**src/rtl/pcm_pwm_sink.sv**
```systemverilog
// PCM sample sink: small FIFO feeding an 8-bit PWM DAC.
// Each buffered sample plays for (rate+1) 256-clock PWM periods; an empty
// FIFO at a sample boundary keeps the last sample and raises a sticky flag.
module pcm_pwm_sink #(
  parameter int FIFO_DEPTH = 4
) (
  input  logic                          clk,
  input  logic                          rst_n,
  input  logic [7:0]                    pcm_in,
  input  logic                          pcm_in_vld,
  output logic                          pcm_in_rdy,
  input  logic [3:0]                    rate,
  input  logic                          underrun_clr,
  output logic                          pwm_out,
  output logic                          underrun,
  output logic [$clog2(FIFO_DEPTH):0]   level
);

  localparam int AW = $clog2(FIFO_DEPTH);
  localparam int LW = AW + 1;

  logic [FIFO_DEPTH-1:0][7:0] mem_q, mem_d;
  logic [AW-1:0]              wr_ptr_q, wr_ptr_d;
  logic [AW-1:0]              rd_ptr_q, rd_ptr_d;
  logic [LW-1:0]              level_q, level_d;
  logic [7:0]                 cnt_q, cnt_d;
  logic [3:0]                 rep_q, rep_d;
  logic [7:0]                 cur_sample_q, cur_sample_d;
  logic                       pwm_out_q, pwm_out_d;
  logic                       underrun_q, underrun_d;

  logic at_wrap, boundary, push, pop;

  // Ready depends only on occupancy, so a producer may wait on it safely.
  assign pcm_in_rdy = (level_q < LW'(FIFO_DEPTH));
  assign pwm_out    = pwm_out_q;
  assign underrun   = underrun_q;
  assign level      = level_q;

  // Next-state logic: PWM counter, repeat counter, FIFO and underrun flag.
  always_comb begin
    at_wrap  = (cnt_q == 8'hFF);
    // >= so a rate lowered below rep ends the sample at the next wrap.
    boundary = at_wrap && (rep_q >= rate);
    push     = pcm_in_vld && pcm_in_rdy;
    pop      = boundary && (level_q != '0);

    cnt_d = cnt_q + 8'd1;

    rep_d = rep_q;
    if (at_wrap) rep_d = boundary ? 4'd0 : rep_q + 4'd1;

    mem_d    = mem_q;
    wr_ptr_d = wr_ptr_q;
    if (push) begin
      mem_d[wr_ptr_q] = pcm_in;
      wr_ptr_d        = wr_ptr_q + AW'(1);
    end

    rd_ptr_d     = rd_ptr_q;
    cur_sample_d = cur_sample_q;
    if (pop) begin
      // Only the old head is read, so a same-edge push never bypasses.
      cur_sample_d = mem_q[rd_ptr_q];
      rd_ptr_d     = rd_ptr_q + AW'(1);
    end

    level_d = level_q + LW'(push) - LW'(pop);

    // A fresh underrun beats a simultaneous clear.
    if (boundary && (level_q == '0)) underrun_d = 1'b1;
    else if (underrun_clr)           underrun_d = 1'b0;
    else                             underrun_d = underrun_q;

    pwm_out_d = (cnt_q < cur_sample_q);
  end

  // State registers; reset restores midscale silence with an empty FIFO.
  always_ff @(posedge clk or negedge rst_n) begin
    if (!rst_n) begin
      mem_q        <= '0;
      wr_ptr_q     <= '0;
      rd_ptr_q     <= '0;
      level_q      <= '0;
      cnt_q        <= '0;
      rep_q        <= '0;
      cur_sample_q <= 8'h80;
      pwm_out_q    <= 1'b0;
      underrun_q   <= 1'b0;
    end else begin
      mem_q        <= mem_d;
      wr_ptr_q     <= wr_ptr_d;
      rd_ptr_q     <= rd_ptr_d;
      level_q      <= level_d;
      cnt_q        <= cnt_d;
      rep_q        <= rep_d;
      cur_sample_q <= cur_sample_d;
      pwm_out_q    <= pwm_out_d;
      underrun_q   <= underrun_d;
    end
  end

endmodule

```
**config.mk**
```make
export PLATFORM = sky130hd
export DESIGN_NAME = pcm_pwm_sink
export DESIGN_NICKNAME = d
export VERILOG_FILES = /design/src/rtl/pcm_pwm_sink.sv
export SDC_FILE = /design/constraint.sdc
export NUM_CORES = 1
export LEC_CHECK = 0
export CORE_MARGIN = 2
export CORE_UTILIZATION = 55
export DETAILED_ROUTE_END_ITERATION = 12
export HOLD_SLACK_MARGIN = 0.15
export MAX_ROUTING_LAYER = met4
export PLACE_DENSITY = 0.83
export RECOVER_POWER = 100
export REMOVE_ABC_BUFFERS = 1
export SYNTH_ARGS = -nofsm -noshare
export SYNTH_HDL_FRONTEND = slang
export SYNTH_SLANG_ARGS = --single-unit
```
**constraint.sdc**
```tcl
create_clock -name clk -period 6.2 [get_ports clk]
set_input_delay 1.86 -clock clk [delete_from_list [all_inputs] [get_ports clk]]
set_output_delay 1.86 -clock clk [all_outputs]
set_load 0.01 [all_outputs]
```
==> metrics.cfg <==
[status]
outcome=finished, violations left
violations=capacitance limit, slew limit

[critical_path]
r2r.worst_path.cells=14
path_cells=dlygate4sd3_1, ha_1, nand2b_1, a2111oi_0, a21oi_1, nand3_1, inv_1, ha_1, inv_1, ha_1, inv_1, fa_1, xnor2_1, xnor2_1
cp-start-kind=primary input
reg2reg_from=rep_q[0]$_DFFE_PN0N_
max_stage_delay_ns=0.54
required_ns=6.45
r2r-end=level[2]$_DFF_PN0_
cpMaxStageDelayCell=dlygate4sd3_1
path_class=in2reg
crit_path_max_fanout=10
cp_data_arrival_time_ns=5.11
regToRegSetupSlack_ns=2.96
critPathCaptureType=flip-flop

[sta]
fin_crit_ns=4.86
final.setup_skew_ns=0.00921
relSlewSlack=-1.06
final-max-slew-violation-count=62
final.setup.tns_ns=0
tightest_slew_ns=3.09
post-route-period-util=0.783
setup_viol=0
hold-worst-slack_ns=0.502
grt_setup_unrepaired=no
clock.fmax_ghz=0.206
hold_viol_final=0

[detailed_routing]
via_per_inst=5.32
wl_per_cell_um=15.2
drt-initial-drc-count=55
drc_errors=0
vias=1691
firstDrtPassIters=4
drt_wl_total_um=4820
ant_nets=0

[grt]
grt_pass1_vias=1779
grtUsageTotal=0.192
grt_pass1_wl_um=8420
grt_max_degree=62
overflow=0
antenna_found_initial=0

[clocking]
tritoncts=yes
clk_path_buf_depth=2
clk_pin_slew_worst_paths_ns=0.06
cts_buffers=9
clk_latency_ns=0.33
cts_max_level=3
root_buffer=clkbuf_8
clock_sinks=61
ctsHoldBuffers=0
cts_setup_buffers=0
ctsResizeCount=0

[layout]
syn2layout_area_growth_pct=15.3
multi_input_area_um2=1240
nFillCells=413
final_nets=279
drive_above_1_share=0.262
num_antenna_cells=0
regArea_um2=1530

[flow_run]
maxCapViolCount=1

[synthesis]
yosysSeqAreaShare=0.527
synth_top_cell_by_area=dfrtp_1
synth-compound-area-share=0.0384
synth_seq_cells=61
yosysWarnings=0
synthSimpleGateAreaFrac=0.0600
synth_xor_area_frac=0.0332
synth_top_family_by_area=multiplexers
syn_area_um2=2900
synthMuxAreaShare=0.217
synth_fa_ha_area_frac=0.0889
synth_cell_types=32
synth_top_area_share=0.518
avgSynthCellArea_um2=13.6
synthCells=214
synth_area_leaders=dfrtp_1, mux2_2, ha_1, mux4_2, xnor2_1

[power]
power_density_nw_per_um2=369
power_leakage_uw=0.00151
irDropWorstVdd_v=0.000258

[floorplan]
core_area_um2=5110
die_h_um=76.6
die_x_um=76.6
rows=26
start_util=0.568
io_pins=22
die-area_um2=5870

[place]
io_buffers=21
gp_congestion=0.758
hpwl_um=3360

[worst_hold_path]
hold_path_class=reg2reg
whs_endpoint=mem_q[23]$_DFFE_PN0P_
worstHoldStart=mem_q[23]$_DFFE_PN0P_
whs_path_depth=1

critical path, delay by kind of cell:
family | cells | cell delay (ns)
XOR/XNOR | 2 | 0.31
buffers and inverters | 4 | 0.73
AND/OR/NAND/NOR | 2 | 0.53
AO/OA/AOI/OAI | 2 | 0.60
adder cells (fa/ha/maj) | 4 | 1.07
flip-flops by register name, summed over array words and instances (netlist names), 2 cells and up:
name,count
level,3
wr_ptr_q,2
rd_ptr_q,2
cnt_q,8
mem_q,32
cur_sample_q,8
rep_q,4
area by class of cell:
| type | count | share of cell area |
|---|---|---|
| inverter | 22 | 0.0247 |
| clock inverter | 4 | 0.0142 |
| clock buffer | 12 | 0.0434 |
| multi-input combinational | 127 | 0.372 |
| timing repair buffer | 22 | 0.0625 |
| tap | 70 | 0.0262 |
| sequential | 61 | 0.457 |
where the power goes:
group          switching (µW)  total [µW]  internal (µW)
combinational             115         301            186
clock                     146         341            195
sequential               69.4         592            523
total                     330        1230            904
per-layer routing:
layer	share of wire	track usage	wire length [µm]	up-vias
met5	0	-	0	-
met3	0.028	0.0344	136	11
met2	0.50	0.305	2430	25
met4	0.021	0.104	102	0
met1	0.45	0.236	2160	842
li1	-	-	-	813
Yosys cell counts (all sizes together):
library cell,instances
o21ai,8
xor2,1
nor4b,1
buf,3
a21o,2
o22ai,1
nand3,5
a21oi,5
clkbuf,1
nand4,3
fa,1
nand2,12
nor2b,2
and4,2
ha,19
and3,1
xnor2,10
nand2b,1
inv,22
nor3,1
a2111oi,1
dfrtp,60
dfstp,1
mux4,8
a31oi,1
or3,2
mux2,40
per-stage QoR:
step / area [µm²] / cells / power (µW) / setup WS [ns] / utilization
after CTS: 3370 / 318 / 1260 / 1.79 / 0.660
after global placement: 3180 / 302 / 886 / 1.54 / 0.623
final: 3340 / 318 / 1230 / 1.34 / 0.655
after detailed placement: 3180 / 302 / 913 / 1.45 / 0.623
after global routing: 3340 / 318 / 1310 / 1.00 / 0.655
after floorplan: 2880 / 210 / 802 / 2.03 / -
logic make-up after synthesis:
family                   Yosys count
AO/OA/AOI/OAI                     18
XOR/XNOR                          11
adder cells (fa/ha/maj)           20
buffers and inverters             26
flip-flops                        61
multiplexers                      48
AND/OR/NAND/NOR                   30
worst max path at each step:
stage | startpoint | to | slack, ns
after CTS | rate[0] | level[2]$_DFF_PN0_ | 1.79
after global placement | rate[0] | level[2]$_DFF_PN0_ | 1.54
after detailed placement | rate[0] | level[2]$_DFF_PN0_ | 1.45
after global routing | rate[0] | level[2]$_DFF_PN0_ | 1.00
final | rate[0] | level[2]$_DFF_PN0_ | 1.34
after floorplan | rate[0] | level[2]$_DFF_PN0_ | 2.03
cells in the final DEF, fill, tap and decap left out, types with 2 or more instances in the layout:
cell and n:
nand3_1 5, xnor2_1 10, ha_1 19, clkdlybuf4s50_1 12, mux4_2 8, nor2b_1 2
mux2_2 40, dlygate4sd3_1 8, a21o_1 2, a21oi_1 5, and4_1 2, inv_1 22
dfrtp_1 60, nand2_1 12, clkbuf_8 10, clkinv_2 2, nand4_1 3, or3_1 2
clkbuf_1 3, o21ai_0 8
No activity file was read; power rests on OpenSTA's default activity.
